**config.mk**
```make
export PLATFORM = sky130hd
export DESIGN_NAME = adjustment
export DESIGN_NICKNAME = d
export VERILOG_FILES = /design/src/rtl/posit_pkg.sv /design/src/rtl/adjustment_scale_split.sv /design/src/rtl/adjustment.sv
export SDC_FILE = /design/constraint.sdc
export NUM_CORES = 1
export LEC_CHECK = 0
export ABC_AREA = 1
export CELL_PAD_IN_SITES_DETAIL_PLACEMENT = 1
export CELL_PAD_IN_SITES_GLOBAL_PLACEMENT = 2
export CORE_UTILIZATION = 29
export DETAILED_ROUTE_END_ITERATION = 8
export PLACE_DENSITY_LB_ADDON = 0.1
export SLEW_MARGIN = 20
export SYNTH_ARGS = -nofsm -noshare
export SYNTH_HDL_FRONTEND = slang
export SYNTH_HIERARCHICAL = 1
export SYNTH_SLANG_ARGS = --single-unit
```
**constraint.sdc**
```tcl
create_clock -name clk -period 4.6 [get_ports clk]
set_input_delay 0.46 -clock clk [delete_from_list [all_inputs] [get_ports clk]]
set_output_delay 0.46 -clock clk [all_outputs]
set_load 0.01 [all_outputs]
```
**src/rtl/posit_pkg.sv**
```systemverilog
// posit_pkg: shared posit datapath constants, FSM state encoding and scale saturation limits
package posit_pkg;
  localparam int ES      = 3;
  localparam int SCALE_W = 10;
  localparam int MANT_W  = 64;
  localparam logic signed [SCALE_W-1:0] SCALE_MAX = {1'b0, {(SCALE_W-1){1'b1}}};
  localparam logic signed [SCALE_W-1:0] SCALE_MIN = {1'b1, {(SCALE_W-1){1'b0}}};
  typedef enum logic [1:0] {IDLE, CHECK, SHIFT, FINAL} state_t;
endpackage

```
**src/rtl/adjustment_scale_split.sv**
```systemverilog
// scale_split: splits a signed scale into sign, regime magnitude |floor(scale/8)| and exponent scale mod 8
// Ports: scale (in, signed) -> exp_sign, adj_regime (saturates at 63), adj_exp
module scale_split
  import posit_pkg::*;
(
  input  logic signed [SCALE_W-1:0] scale,
  output logic                      exp_sign,
  output logic [5:0]                adj_regime,
  output logic [ES-1:0]             adj_exp
);
  logic signed [SCALE_W-ES-1:0] k;
  logic [SCALE_W-ES-1:0] k_mag;
  assign k          = scale[SCALE_W-1:ES];
  assign k_mag      = k[SCALE_W-ES-1] ? -k : k;
  // only k = -64 produces magnitude 64, which does not fit the 6-bit regime
  assign adj_regime = k_mag[SCALE_W-ES-1] ? 6'd63 : k_mag[5:0];
  assign adj_exp    = scale[ES-1:0];
  assign exp_sign   = scale[SCALE_W-1];
endmodule

```
**src/rtl/adjustment.sv**
```systemverilog
// adjustment: posit multiplier normalization stage, moves the hidden 1 to bit 62 and corrects/splits the scale
// Ports: clk, reset (sync, active-low), start, scale_in, mant_prod in;
//        scale_out, mant_adj, shift_amt, done, adj_exp, adj_regime, exp_sign out.
// Build option ADJ_STICKY_EN: keep the bit dropped by the right shift as a sticky bit in bit 0.
module adjustment
  import posit_pkg::*;
(
  input  logic                      clk,
  input  logic                      reset,
  input  logic                      start,
  input  logic signed [SCALE_W-1:0] scale_in,
  input  logic [MANT_W-1:0]         mant_prod,
  output logic signed [SCALE_W-1:0] scale_out,
  output logic [MANT_W-1:0]         mant_adj,
  output logic [MANT_W-1:0]         shift_amt,
  output logic                      done,
  output logic [ES-1:0]             adj_exp,
  output logic [5:0]                adj_regime,
  output logic                      exp_sign
);
  state_t state_q, state_d;
  logic [MANT_W-1:0] mant_q, mant_d, mant_adj_q, mant_adj_d, mant_rsh;
  logic signed [SCALE_W-1:0] scale_q, scale_d, scale_out_q, scale_out_d, scale_inc, scale_dec;
  logic [6:0] cnt_q, cnt_d, shift_q, shift_d;
  logic [5:0] regime_q, regime_d, sp_regime;
  logic [ES-1:0] exp_q, exp_d, sp_exp;
  logic sign_q, sign_d, sp_sign, done_q, done_d;
  scale_split u_split (.scale(scale_q), .exp_sign(sp_sign), .adj_regime(sp_regime), .adj_exp(sp_exp));
  assign scale_inc = scale_q == SCALE_MAX ? scale_q : scale_q + SCALE_W'(1);
  assign scale_dec = scale_q == SCALE_MIN ? scale_q : scale_q - SCALE_W'(1);
`ifdef ADJ_STICKY_EN
  assign mant_rsh = (mant_q >> 1) | {{(MANT_W-1){1'b0}}, mant_q[0]};
`else
  assign mant_rsh = mant_q >> 1;
`endif
  always_ff @(posedge clk) begin
    if (!reset) begin
      state_q     <= IDLE;
      mant_q      <= '0;
      scale_q     <= '0;
      cnt_q       <= '0;
      mant_adj_q  <= '0;
      scale_out_q <= '0;
      shift_q     <= '0;
      regime_q    <= '0;
      exp_q       <= '0;
      sign_q      <= 1'b0;
      done_q      <= 1'b0;
    end else begin
      state_q     <= state_d;
      mant_q      <= mant_d;
      scale_q     <= scale_d;
      cnt_q       <= cnt_d;
      mant_adj_q  <= mant_adj_d;
      scale_out_q <= scale_out_d;
      shift_q     <= shift_d;
      regime_q    <= regime_d;
      exp_q       <= exp_d;
      sign_q      <= sign_d;
      done_q      <= done_d;
    end
  end
  always_comb begin
    state_d = state_q;
    mant_d  = mant_q;
    scale_d = scale_q;
    cnt_d   = cnt_q;
    case (state_q)
      IDLE: if (start) begin
        mant_d  = mant_prod;
        scale_d = scale_in;
        cnt_d   = '0;
        state_d = CHECK;
      end
      CHECK: if (mant_q[MANT_W-1]) begin
        mant_d  = mant_rsh;
        scale_d = scale_inc;
        cnt_d   = 7'd1;
        state_d = FINAL;
      end else begin
        state_d = (mant_q[MANT_W-2] || mant_q == '0) ? FINAL : SHIFT;
      end
      SHIFT: begin
        mant_d  = mant_q << 1;
        scale_d = scale_dec;
        cnt_d   = cnt_q + 7'd1;
        // leave as soon as the bit moving into position 62 is the leading one
        state_d = mant_q[MANT_W-3] ? FINAL : SHIFT;
      end
      default: state_d = IDLE;
    endcase
  end
  always_comb begin
    done_d      = state_q == FINAL;
    mant_adj_d  = done_d ? mant_q : mant_adj_q;
    scale_out_d = done_d ? scale_q : scale_out_q;
    shift_d     = done_d ? cnt_q : shift_q;
    regime_d    = done_d ? sp_regime : regime_q;
    exp_d       = done_d ? sp_exp : exp_q;
    sign_d      = done_d ? sp_sign : sign_q;
  end
  assign mant_adj   = mant_adj_q;
  assign scale_out  = scale_out_q;
  assign shift_amt  = {{(MANT_W-7){1'b0}}, shift_q};
  assign adj_regime = regime_q;
  assign adj_exp    = exp_q;
  assign exp_sign   = sign_q;
  assign done       = done_q;
endmodule

```
* Word level (Yosys, flattened, before mapping)
Cells that the tools add are included.
** Operators by class
- Eq/ne operators :: 9
- Reductions and logical operators :: 7
- Multiplexer cells :: 18
- $add $sub $neg :: 4
** Operators by type and width (number)
- 64-bit case mux with 3 select lines :: 1
- 64-bit logical NOT :: 1
- 64-bit 2-to-1 mux :: 1
- 63-bit 2-to-1 mux :: 1
- 10-bit 2-to-1 mux :: 4
- 10-bit case mux with 3 select lines :: 1
- 7-bit 2-to-1 mux :: 3
- 7-bit case mux with 3 select lines :: 1
- 10-bit equality test (second input constant) :: 2
- 10-bit by 2-bit adder with 10-bit output (second input constant) :: 1
- 10-bit by 2-bit subtractor with 10-bit output (second input constant) :: 1
- 2-bit != test (second input constant) :: 4
- 7-bit by 1-bit adder with 7-bit output (second input constant) :: 1
- 7-bit negation :: 1
- 6-bit 2-to-1 mux :: 1
- 2-bit case mux with 3 select lines :: 1
- 5-bit AND reduction :: 1
- 2-bit equality test (second input constant) :: 2
- 1-bit 2-to-1 mux :: 3
- 3-bit AND reduction :: 1
- 3-bit nonzero test :: 1
- 2-bit by 1-bit equality test with 1-bit output (second input constant) :: 1
- 2-bit logical NOT :: 1
- 2-bit 2-to-1 mux :: 1
- other kinds (2) :: 2
** Storage, ports and cells
- Output and inout port bits :: 149
- Register bits after elaboration :: 175
- Logic and storage cells :: 50
- Input bits :: 77

* Logic depth before layout (Yosys ltp)
- Word-level depth :: 5
- Depth in mapped cells :: 16
- Gate-level depth less buffers :: 16

* Cells and area by module
Netlist, hierarchy kept.
** By module, submodules not included
- adjustment :: area each 8257.9 µm², times used 1, seq. area each 3503.4 µm², cells an instance 1103
- scale_split :: area each 212.7 µm², times used 1, seq. area each 0.0 µm², cells an instance 36

* Worst setup path after synthesis
OpenSTA, ideal clock, no wires.
- Path type :: register to register
- Start :: register state_q[0]
- End :: register scale_q[8]
- Setup time :: 131 ps
- Required time :: 4469 ps
- Data arrival time :: 1797 ps
- Period minus slack after synthesis :: 1927 ps
- Buffers on the path :: 0
- Stages on the path, launching flop included :: 17
- Setup slack :: 2673 ps
- Cells stage by stage :: dfxtp_1 -> inv_1 -> ha_1 -> inv_1 -> nand2_1 -> and2_1 -> ha_1 -> a21oi_1 -> inv_1 -> nand2_1 -> nand2_1 -> nand2_1 -> nand2_1 -> nand2_1 -> nand3_1 -> nand2_1 -> a21oi_2
** Between the ends
- Cells in the longest elaborated chain, start to end :: 3
- Elaborated cells between the ends (all ways) :: 10
- Those cells by class :: eq/ne: 6; mux: 1; reduce/logical: 3
** Ends and longest elaborated chain
- start, declared :: RTL line adjustment.sv:21 : state_t state_q, state_d;
- start signal, assigned :: RTL line adjustment.sv:50 : state_q <= state_d;
- 2-bit equality test (tied with other cells) :: RTL line adjustment.sv:68 : case (state_q)
- 2-bit != test (no source line) / 3-bit nonzero test (equally long branches)
- 5-bit AND reduction (no source line)
- end signal, assigned :: RTL line adjustment.sv:52 : scale_q <= scale_d;
- end, declared :: RTL line adjustment.sv:23 : logic signed [SCALE_W-1:0] scale_q, scale_d, scale_out_q, scale_out_d, scale_inc, scale_dec;
Several ways; a longest one is shown, not always the timed one.
A chain may end at the register's enable or synchronous reset.

* Worst setup path in the final report
- Start :: register state_q[0]
- End :: register mant_q[9]
** Between the ends
- Cells in the longest elaborated chain, start to end :: 3
- Elaborated cells between the ends (all ways) :: 8
- Those cells by class :: eq/ne: 4; mux: 1; reduce/logical: 3
** Ends and longest elaborated chain
- 2-bit by 1-bit equality test with 1-bit output (tied with other cells) :: RTL line adjustment.sv:68
- 2-bit != test (no source line) / 3-bit nonzero test (equally long branches)
- 3-bit AND reduction (no source line)
- end signal, assigned :: RTL line adjustment.sv:51 : mant_q <= mant_d;
- end, declared :: RTL line adjustment.sv:22 : logic [MANT_W-1:0] mant_q, mant_d, mant_adj_q, mant_adj_d, mant_rsh;
Several ways; a longest one is shown, not always the timed one.

==> out/qor.txt <==
clock root buffer = sky130_fd_sc_hd__clkbuf_16
most frequent cells in the layout = sky130_fd_sc_hd__dfxtp_1 (175), sky130_fd_sc_hd__clkdlybuf4s50_1 (167), sky130_fd_sc_hd__o21ai_0 (165), sky130_fd_sc_hd__a21oi_1 (151), sky130_fd_sc_hd__nor2_1 (136)
fill cell total of the finished layout = 3533
number of buffers and inverters on the critical path = 4
Largest stage delay, worst path = 620 ps
grt ovf = 0
crit end category = flop
Setup crit start = state_q[0]
number of gates resized after CTS = 0
Cell Area, Synth = 8470 um^2
Max FO, Critical Path = 43
cell internal pwr = 3.86 mW
setup fix buffers added after clock tree synthesis = 0
register-to-register path setup slack = 1580 ps
initial antenna violation count = 1
area of the multi-input gates = 3960 um^2
kind of path behind the tightest hold check = reg2reg
drt initial violations = 402
min setup slack post-route = 1580 ps
number of nets in the layout = 1337
vias in the first global route = 8087
post-place setup slack = 1580 ps
portion of synthesized cell area occupied by the leading cell type = 41.4%
Port Buffers = 168
Num Clock Sinks = 175
CP required = 4940 ps
average cell area after synthesis = 7.44 um^2
# setup viols final = 0
IO Count = 226
Tightest Pin Transition = 1030 ps
ratio of total power to cell area = 661 nW/um^2
net switching power figure = 3.18 mW
arrival time worst endpoint = 3360 ps
routability congestion estimate = 0.834
share of power burned in registers = 34.7%
pin count of the biggest net entering global routing = 109
number of flops mapped to enable cells by yosys = 0
max-slew violation count = 0
total negative slack for setup checks = 0 ps
wire length reported by the detailed router = 28.1 mm
post-synthesis sequential area ratio = 41.4%
layout cell share with drive strength beyond 1 = 5.85%
wire length of the first global-routing pass = 45.6 mm
launching point of the worst reg2reg path = state_q[0]
max capacitance violation total = 0
synthesis-to-layout area growth = 25.7%
Sequential Area = 3500 um^2
DIE HEIGHT = 173 um
flip-flop cell with the highest count after synthesis = sky130_fd_sc_hd__dfxtp_1
CP max stage cell = sky130_fd_sc_hd__inv_2
die area = 29900 um^2
DRT antenna net count = 0
most common library cell in the layout ignoring fill and taps = sky130_fd_sc_hd__dfxtp_1
combinational cell fraction of total power = 44.5%
WL/cell = 17.0 um
first-pass iteration count of the detailed router = 4
TritonCTS clock tree = yes
FF+latch count, synth = 175
max frequency = 331 MHz
GRT Util Overall = 19.0%
mean number of vias per cell = 4.81
Period Utilization, post-route = 65.8%
detailed-placement wirelength estimate = 19.4 mm
peak ir drop on the vdd network = 0.283 mV
start point of the worst min-delay path = cnt_q[6]
cells along the critical path = inv_1 -> ha_1 -> buf_4 -> inv_2 -> buf_4 -> nand2_1 -> o221ai_1 -> nor2_1 -> a211oi_1
Net Sw Frac = 45.2%
critical path class = reg2reg
clock edge transition at the registers on the reported setup and hold paths = 70 ps
number of buffers added to fix hold violations after cts = 0
total via count in the routed design = 7934
number of distinct library cells after synthesis = 42
worst relative slew slack = 31.2%
share of synthesized registers carrying an async set or reset = 0%
number of standard cells after synthesis = 1139
H-tree depth reported by CTS = 4
TritonCTS buffer count = 17
Chip Width = 173 um
clock share of power = 20.7%
largest cells by area after synthesis = sky130_fd_sc_hd__dfxtp_1 (41%), sky130_fd_sc_hd__o21ai_0 (9.7%), sky130_fd_sc_hd__a21oi_1 (8.9%), sky130_fd_sc_hd__nor2_1 (6.0%), sky130_fd_sc_hd__buf_4 (5.7%)
sort of element at the start of the critical path = flop
unrepaired setup endpoints after global routing = no
Core Area = 28700 um^2
YS warnings = 6
final worst path period need = 3020 ps
total DRC errors in the routed layout = 0
Worst-Skew Late Latency = 440 ps
Final Hold Vio Count = 0
cell leakage power = 4.12 nW
biggest area consumer among synthesized cells = sky130_fd_sc_hd__dfxtp_1
standard-cell rows = 62
maximum number of buffers from clock root to sink = 2
result of the run = completed
Crit path max-delay family = buffers and inverters
effective utilization at floorplan = 29.5%
post-route clock skew = 15.9 ps
most common cell type on the critical path = sky130_fd_sc_hd__buf_4
==> cell usage after synthesis, types with 6 or more instances <==
cell type                    n
sky130_fd_sc_hd__dfxtp_1   175
sky130_fd_sc_hd__o21ai_0   165
sky130_fd_sc_hd__a21oi_1   151
sky130_fd_sc_hd__nor2_1    136
sky130_fd_sc_hd__nand2_1   110
sky130_fd_sc_hd__inv_1      90
sky130_fd_sc_hd__buf_4      64
sky130_fd_sc_hd__a221oi_1   50
sky130_fd_sc_hd__clkbuf_1   41
sky130_fd_sc_hd__nand3_1    40
sky130_fd_sc_hd__buf_2      17
sky130_fd_sc_hd__a31oi_1    10
sky130_fd_sc_hd__buf_6      10
sky130_fd_sc_hd__nor3_1     10
sky130_fd_sc_hd__ha_1        8
sky130_fd_sc_hd__buf_1       7
sky130_fd_sc_hd__inv_2       6
==> kinds of logic (layout without fill, tap and decap cells) <==
family                     after synthesis  count (layout)  synth area share [%]
AOI/OAI and AO/OA                      391             391                  26.0
xor gates and xnor gates                 6               6                 0.709
adders and majority gates                8               8                  1.18
buffers and inverters                  238             308                  14.6
DFF                                    175             175                  41.4
other                                    1              58                0.0443
and+or+nand+nor                        320             320                  16.1
==> area by class of cell <==
cell class	instances	area share, %
multi-input cells	782	37.2
flip-flops and latches	175	32.9
repair buffers	177	16.4
well taps	384	4.51
clock buffers	18	4.13
inverters	99	3.54
clock inverters	14	1.32
diodes	1	0.0235
==> worst reg2reg max path, stage by stage (launching register included) <==
cell                       delay (ps)
sky130_fd_sc_hd__dfxtp_1          430
sky130_fd_sc_hd__inv_1            110
sky130_fd_sc_hd__ha_1             520
sky130_fd_sc_hd__buf_4            290
sky130_fd_sc_hd__inv_2            620
sky130_fd_sc_hd__buf_4            480
sky130_fd_sc_hd__nand2_1          110
sky130_fd_sc_hd__o221ai_1         100
sky130_fd_sc_hd__nor2_1            80
sky130_fd_sc_hd__a211oi_1         200
==> power groups by stage <==
| stage | clock [mW] | combinational (mW) | sequential (mW) |
|---|---|---|---|
| after floorplan | 0 | 2.27 | 2.39 |
| after global placement | 0 | 3.14 | 2.48 |
| after detailed placement | 0 | 3.17 | 2.48 |
| after CTS | 1.51 | 3.19 | 2.45 |
| after global routing | 1.57 | 3.56 | 2.52 |
| final | 1.46 | 3.14 | 2.45 |
==> sequential cells by signal, indices dropped and copies added (netlist names) <==
name	count
mant_adj	64
mant_q	64
scale_out	10
scale_q	10
cnt_q	7
shift_q	7
adj_regime	6
adj_exp	3
state_q	2
done	1
exp_sign	1
==> final timing paths <==
| kind | end | depth (start not counted) |
|---|---|---|
| hold reg to reg | shift_q[6] | 2 |
| setup / recovery | mant_q[9] | 9 |
| setup reg to reg | mant_q[9] | 9 |
| hold / removal | shift_q[6] | 2 |
==> through the flow <==
stage               power (mW)  instances  utilization [%]  hold slack [ps]  cell area [um^2]
finish                    7.04       1650             37.1              498             10600
global route              7.65       1649             37.1              526             10600
CTS                       7.15       1649             37.1              501             10600
detailed placement        5.65       1617             35.1              487             10100
global placement          5.62       1617             35.1              480             10100
floorplan                 4.66       1195                -              449              8680
==> metal layers <==
| layer | share of wire (%) | GRT usage, % | wire, um | vias up |
|---|---|---|---|---|
| met4 | 1.1 | 4.65 | 313 | 0 |
| li1 | - | - | - | 3977 |
| met3 | 3.8 | 3.39 | 1060 | 23 |
| met5 | 0 | 0 | 0 | - |
| met2 | 49 | 32.7 | 13800 | 144 |
| met1 | 46 | 24.5 | 13000 | 3790 |
Note: power is estimated with default switching activity, not from simulation.
